File: src/rtl/core_mem_arbiter.sv
`default_nettype none
// ============================================================================
//  Module      : core_mem_arbiter
//  Description : Shares one downstream memory-port handshake between the
//                core's instruction-fetch request and its data request.
//                Data has priority; a fetch is forced after STARVE_MAX data
//                grants made while it waits. Optional WAIT timeout is enabled
//                by defining MEM_ARB_TIMEOUT_EN.
//  Revision    : 1.0 - initial release
// ============================================================================
module core_mem_arbiter #(
    parameter int STARVE_MAX = 4,
    parameter int TIMEOUT    = 255
) (
    input  logic        clk,
    input  logic        rst,
    input  logic        i_req,
    input  logic [31:0] i_addr,
    output logic        i_vld,
    output logic [31:0] i_rdata,
    input  logic        d_req,
    input  logic [3:0]  d_head,
    input  logic [31:0] d_addr,
    input  logic [31:0] d_wdata,
    output logic        d_vld,
    output logic [31:0] d_rdata,
    output logic        m_req,
    output logic        m_src,
    output logic [3:0]  m_head,
    output logic [31:0] m_addr,
    output logic [31:0] m_wdata,
    input  logic        m_gnt,
    input  logic        m_rvld,
    input  logic [31:0] m_rdata,
    output logic        busy,
    output logic        err
);

    localparam logic [1:0] c_IDLE  = 2'd0;
    localparam logic [1:0] c_ISSUE = 2'd1;
    localparam logic [1:0] c_WAIT  = 2'd2;
    localparam logic [1:0] c_RESP  = 2'd3;

    localparam int                    c_STARVE_W   = $clog2(STARVE_MAX + 1);
    localparam logic [c_STARVE_W-1:0] c_STARVE_MAX = c_STARVE_W'(STARVE_MAX);
    localparam logic [3:0]            c_FETCH_HEAD = 4'b0111;

    logic [1:0]            r_state;
    logic [1:0]            w_state_nxt;
    logic                  r_src;
    logic [3:0]            r_head;
    logic [31:0]           r_addr;
    logic [31:0]           r_wdata;
    logic [31:0]           r_i_rdata;
    logic [31:0]           r_d_rdata;
    logic [c_STARVE_W-1:0] r_starve;

    logic                  w_i_elig;
    logic                  w_d_elig;
    logic                  w_grant;
    logic                  w_grant_src;
    logic                  w_timeout;
    logic                  w_wait_expired;
    logic                  w_capture;
    logic [31:0]           w_cap_data;

    // A requester whose response pulse is showing is ignored so the core can
    // replace its request; the pulse is decoded from RESP, so this only
    // matters if the pulse ever overlaps an arbitration cycle.
    assign w_i_elig = i_req & ~i_vld;
    assign w_d_elig = d_req & ~d_vld;

    // State register
    always_ff @(posedge clk or posedge rst) begin
        if (rst) begin
            r_state <= c_IDLE;
        end else begin
            r_state <= w_state_nxt;
        end
    end

    // Next-state, arbitration decision and timeout detection
    always_comb begin
        w_state_nxt = r_state;
        w_grant     = 1'b0;
        w_grant_src = 1'b0;
        w_timeout   = 1'b0;
        case (r_state)
            c_IDLE: begin
                if (w_i_elig || w_d_elig) begin
                    w_grant     = 1'b1;
                    // Data wins unless the waiting fetch has been starved out
                    w_grant_src = w_d_elig && !(w_i_elig && (r_starve == c_STARVE_MAX));
                    w_state_nxt = c_ISSUE;
                end
            end
            c_ISSUE: begin
                if (m_gnt) begin
                    w_state_nxt = c_WAIT;
                end
            end
            c_WAIT: begin
                if (m_rvld) begin
                    w_state_nxt = c_RESP;
                end else if (w_wait_expired) begin
                    w_timeout   = 1'b1;
                    w_state_nxt = c_RESP;
                end
            end
            c_RESP: begin
                w_state_nxt = c_IDLE;
            end
            default: begin
                w_state_nxt = c_IDLE;
            end
        endcase
    end

    // A timed-out request returns zero data to its requester
    assign w_capture  = (r_state == c_WAIT) && (w_state_nxt == c_RESP);
    assign w_cap_data = w_timeout ? 32'h0 : m_rdata;

    // Latch the winner's payload at grant and route response data back
    always_ff @(posedge clk or posedge rst) begin
        if (rst) begin
            r_src     <= 1'b0;
            r_head    <= 4'h0;
            r_addr    <= 32'h0;
            r_wdata   <= 32'h0;
            r_i_rdata <= 32'h0;
            r_d_rdata <= 32'h0;
        end else begin
            if (w_grant) begin
                r_src   <= w_grant_src;
                r_head  <= w_grant_src ? d_head  : c_FETCH_HEAD;
                r_addr  <= w_grant_src ? d_addr  : i_addr;
                r_wdata <= w_grant_src ? d_wdata : 32'h0;
            end
            if (w_capture) begin
                if (r_src) begin
                    r_d_rdata <= w_cap_data;
                end else begin
                    r_i_rdata <= w_cap_data;
                end
            end
        end
    end

    // Count data grants that bypass a waiting fetch; any fetch grant clears it
    always_ff @(posedge clk or posedge rst) begin
        if (rst) begin
            r_starve <= '0;
        end else if (w_grant) begin
            if (!w_grant_src) begin
                r_starve <= '0;
            end else if (i_req && (r_starve != c_STARVE_MAX)) begin
                r_starve <= r_starve + 1'b1;
            end
        end
    end

`ifdef MEM_ARB_TIMEOUT_EN
    localparam int                  c_WAIT_W    = $clog2(TIMEOUT + 1);
    localparam logic [c_WAIT_W-1:0] c_WAIT_LAST = c_WAIT_W'(TIMEOUT - 1);

    logic [c_WAIT_W-1:0] r_wait_cnt;
    logic                r_err;

    // WAIT-cycle counter: zero on entry, advancing once per WAIT cycle
    always_ff @(posedge clk or posedge rst) begin
        if (rst) begin
            r_wait_cnt <= '0;
        end else if (r_state == c_ISSUE) begin
            r_wait_cnt <= '0;
        end else if (r_state == c_WAIT) begin
            r_wait_cnt <= r_wait_cnt + 1'b1;
        end
    end

    // Error flag covers exactly the RESP cycle that follows a timeout
    always_ff @(posedge clk or posedge rst) begin
        if (rst) begin
            r_err <= 1'b0;
        end else begin
            r_err <= w_timeout;
        end
    end

    assign w_wait_expired = (r_wait_cnt == c_WAIT_LAST);
    assign err            = r_err;
`else
    logic w_unused_timeout;

    assign w_unused_timeout = (TIMEOUT == 0);
    assign w_wait_expired   = 1'b0;
    assign err              = 1'b0;
`endif

    assign m_req   = (r_state == c_ISSUE);
    assign m_src   = r_src;
    assign m_head  = r_head;
    assign m_addr  = r_addr;
    assign m_wdata = r_wdata;
    assign i_vld   = (r_state == c_RESP) && !r_src;
    assign d_vld   = (r_state == c_RESP) && r_src;
    assign i_rdata = r_i_rdata;
    assign d_rdata = r_d_rdata;
    assign busy    = (r_state != c_IDLE);

endmodule
`default_nettype wire

File: config.mk
export PLATFORM = sky130hd
export DESIGN_NAME = core_mem_arbiter
export DESIGN_NICKNAME = d
export VERILOG_FILES = /design/src/rtl/core_mem_arbiter.sv
export SDC_FILE = /design/constraint.sdc
export NUM_CORES = 1
export LEC_CHECK = 0
export CORE_MARGIN = 5
export CORE_UTILIZATION = 30
export CTS_CLUSTER_DIAMETER = 40
export DETAILED_ROUTE_END_ITERATION = 16
export HOLD_SLACK_MARGIN = 0.15
export SYNTH_ARGS = -nofsm -noshare
export SYNTH_HDL_FRONTEND = slang
export SYNTH_SLANG_ARGS = --single-unit
File: constraint.sdc
create_clock -name clk -period 8.7 [get_ports clk]
set_clock_uncertainty 0.2 [all_clocks]
set_input_delay 1.305 -clock clk [delete_from_list [all_inputs] [get_ports clk]]
set_output_delay 1.305 -clock clk [all_outputs]
set_load 0.005 [all_outputs]
==> run metrics <==
post-DR wirelength/cell between 15 and 20 um; starting DRC count in detailed routing around 160; post-route antenna net violation count 0; drc violations 0; Chip Height 150 um; GRT Residual Overflow 0; Post-synth top flop dfrtp_1; GR Layer Usage met1 between 15 and 20%; fin crit share between 40% and 50%; DR pass1 iterations 6; grt met2 use approximately a quarter; Post-synth EDFFs 0; Avg Cell Area, Syn between 10 and 15 um2; IO Port Bufs 274; vias per inst roughly 5; asr flop ratio synth 100%; adder-cell share of the synthesized area 0.428%; Vias around 4,600; Final Setup Violations 0; Area growth syn-to-layout 58.9%; Fin. Hold Viols 0; flop2flop setup slack about 6.1 ns; # hold bufs at CTS 0; core area about 19,000 um2; Crit Path Class flip-flop to output pin; top-area cell type share of the netlist area between 50% and 60%; worst hold slack 0.291 ns; Initial Utilization a little under a third; Post-Layout Cell Count ~950; Worst Setup End Kind output pin; initial antenna violation count 0; vias in the first global route 4,829; leak pwr ~0.0038 uW; sequential fraction of the synthesis area approximately three fifths; Slew HR approximately a third; highest clock rate around 270 MHz; Yosys reg bits about 140; clk root buf clkbuf_16; TritonCTS clock tree done; xor/xnor share of the synthesized area 0%; Placement Setup Slack between 4 and 5 ns; chip width between 100 and 150 um; largest net degree at the start of global routing 80; fin. max-slew vios 0; row count 51; CP top delay family buffers and inverters; Yosys warning total 0; Critical Path RT 7.19 ns; Worst Path Arrival around 2.3 ns; Worst-Margin Slew 1.03 ns; run status completed; DP HPWL 12,800 um; final setup margin 4.95 ns; TNS Setup 0 ns; synthesized instance count 410; grt met3 use 5.24%; Synth area leaders dfrtp_1 59%, mux2_2 12%, a311o_1 5.5%, a22o_1 5.2%, and4_1 4.8%; n_diodes 0; Tot GR Track Use approximately 16%; die area ~22,000 um2; postcts setup bufs 0; Synth Area in Compound Gates 15.9%; area of the mapped netlist 5850 um2; max-cap violation count 0; cell total after placement slightly above 900; Synth area leader dfrtp_1; RSZ-0062 raised after global routing no; Skew-Pair Late Insertion Delay just over 0.4 ns; startpoint type of the worst setup path flip-flop; WL final around 18,000 um; Crit path largest cell delay 0.59 ns; Yosys cell types 37; global-route wire length before repair around 28,000 um; nets@finish 811; multiplexer area fraction after synthesis between 10 and 15%; DP Area between 8000 and 9000 um2; CTS resizes 0; Layout fillers 1,741; final instance area a little over 9000 um2; clock-pin slew on the worst setup and hold paths 0.06 ns; Net Count, Synth 550; Final GP Congestion slightly below 0.8; crit path buf inv count 3; VDD IR max 0.000170 V; TritonCTS Sinks between 100 and 150; main combinational cell family by area after synthesis compound AO/OA/AOI/OAI gates; Final Critical Period 3.75 ns; H-tree Lvls 4; simple logic cell fraction of the synthesized area just under 8%; Ports 276; busiest grt layer met2; total clock buffers created by CTS 17; HP Class flip-flop to flip-flop; share of cells above drive strength 1 between 15 and 20%; crit path max-delay cell type clkdlybuf4s50_1; Power Dens Cells 347 nW/um2; CTS Buffer Depth 2; cells along the critical path nor2_8, buf_4, inv_4, clkdlybuf4s50_1; Crit Path Max Fanout 36
[cell families after synthesis]
kind of cell	after synthesis
DFF	138
AOI/OAI and AO/OA	107
muxes	64
and+or+nand+nor	55
buffers and inverters	43
adders and majority gates	2
other	1
[cells in the final DEF, fill, tap and decap left out, types with 2 or more instances in the layout]
master,instances
a22o_1,35
a311o_1,32
and4_1,32
buf_4,6
clkbuf_16,17
clkdlybuf4s50_1,274
clkinv_2,2
clkinv_4,3
clkinvlp_4,3
dfrtp_1,138
ha_1,2
inv_1,3
inv_6,6
mux2_1,2
mux2_2,62
nand2_1,4
nand2b_1,3
nor2_4,2
o21a_1,32
o22a_1,3
[cell type report]
cell class                 instances  area, um2  share of cell area, %
sequential                       138       3450                   37.2
clock inverter                    14        114                   1.23
clock buffer                      18        439                   4.73
timing repair buffer             280       2790                   30.0
tap                              265        332                   3.57
inverter                           5       26.3                  0.283
multi-input combinational        229       2140                   23.0
[through the flow]
stage	power, uW	utilization [%]
after global routing	3420	48.1
after detailed placement	2590	45.2
after global placement	2540	45.2
after CTS	3280	48.0
final	3230	48.1
after floorplan	1760	-
[worst reg2reg max path, delay by kind of cell (launching register included)]
kind / cells / cell delay [ns]
and+or+nand+nor: 2 / 0.88
buffers and inverters: 2 / 0.59
DFF: 1 / 0.52
AOI/OAI and AO/OA: 1 / 0.32
[routing by layer]
metal	wire length [um]	part of all wire, %
met1	7170	39
met4	492	2.7
met5	0	0
met3	1300	7.2
met2	9200	51
[power by group]
part	total, uW	internal (uW)	switching [uW]
sequential	1130	949	184
clock	673	378	295
combinational	1420	907	513
total	3230	2230	992
[worst paths after layout]
path,cells past startpoint,start,to
setup reg to reg,5,r_state[1],m_addr[2]
hold / removal,1,i_rdata[25],i_rdata[25]
hold reg to reg,1,i_rdata[25],i_rdata[25]
max in group asynchronous,3,rst,d_rdata[3]
min in group asynchronous,2,rst,i_rdata[25]
setup / recovery,4,r_state[1],busy
[flip-flops by register name (all words and copies together) (netlist names)]
register,flops
i_rdata,32
m_src,1
r_state,2
m_addr,32
m_head,4
m_wdata,32
r_starve,3
d_rdata,32
[synthesized netlist by cell type (3+ instances only)]
master      n
buf_6       7
a22o_1     35
clkbuf_1   13
nand2b_1    3
dfrtp_1   138
buf_4       6
mux2_2     62
inv_1       4
o21a_1     32
a311o_1    32
nand2_1     4
o22a_1      3
buf_2      12
and4_1     32
No activity file was read; power rests on OpenSTA's default activity.
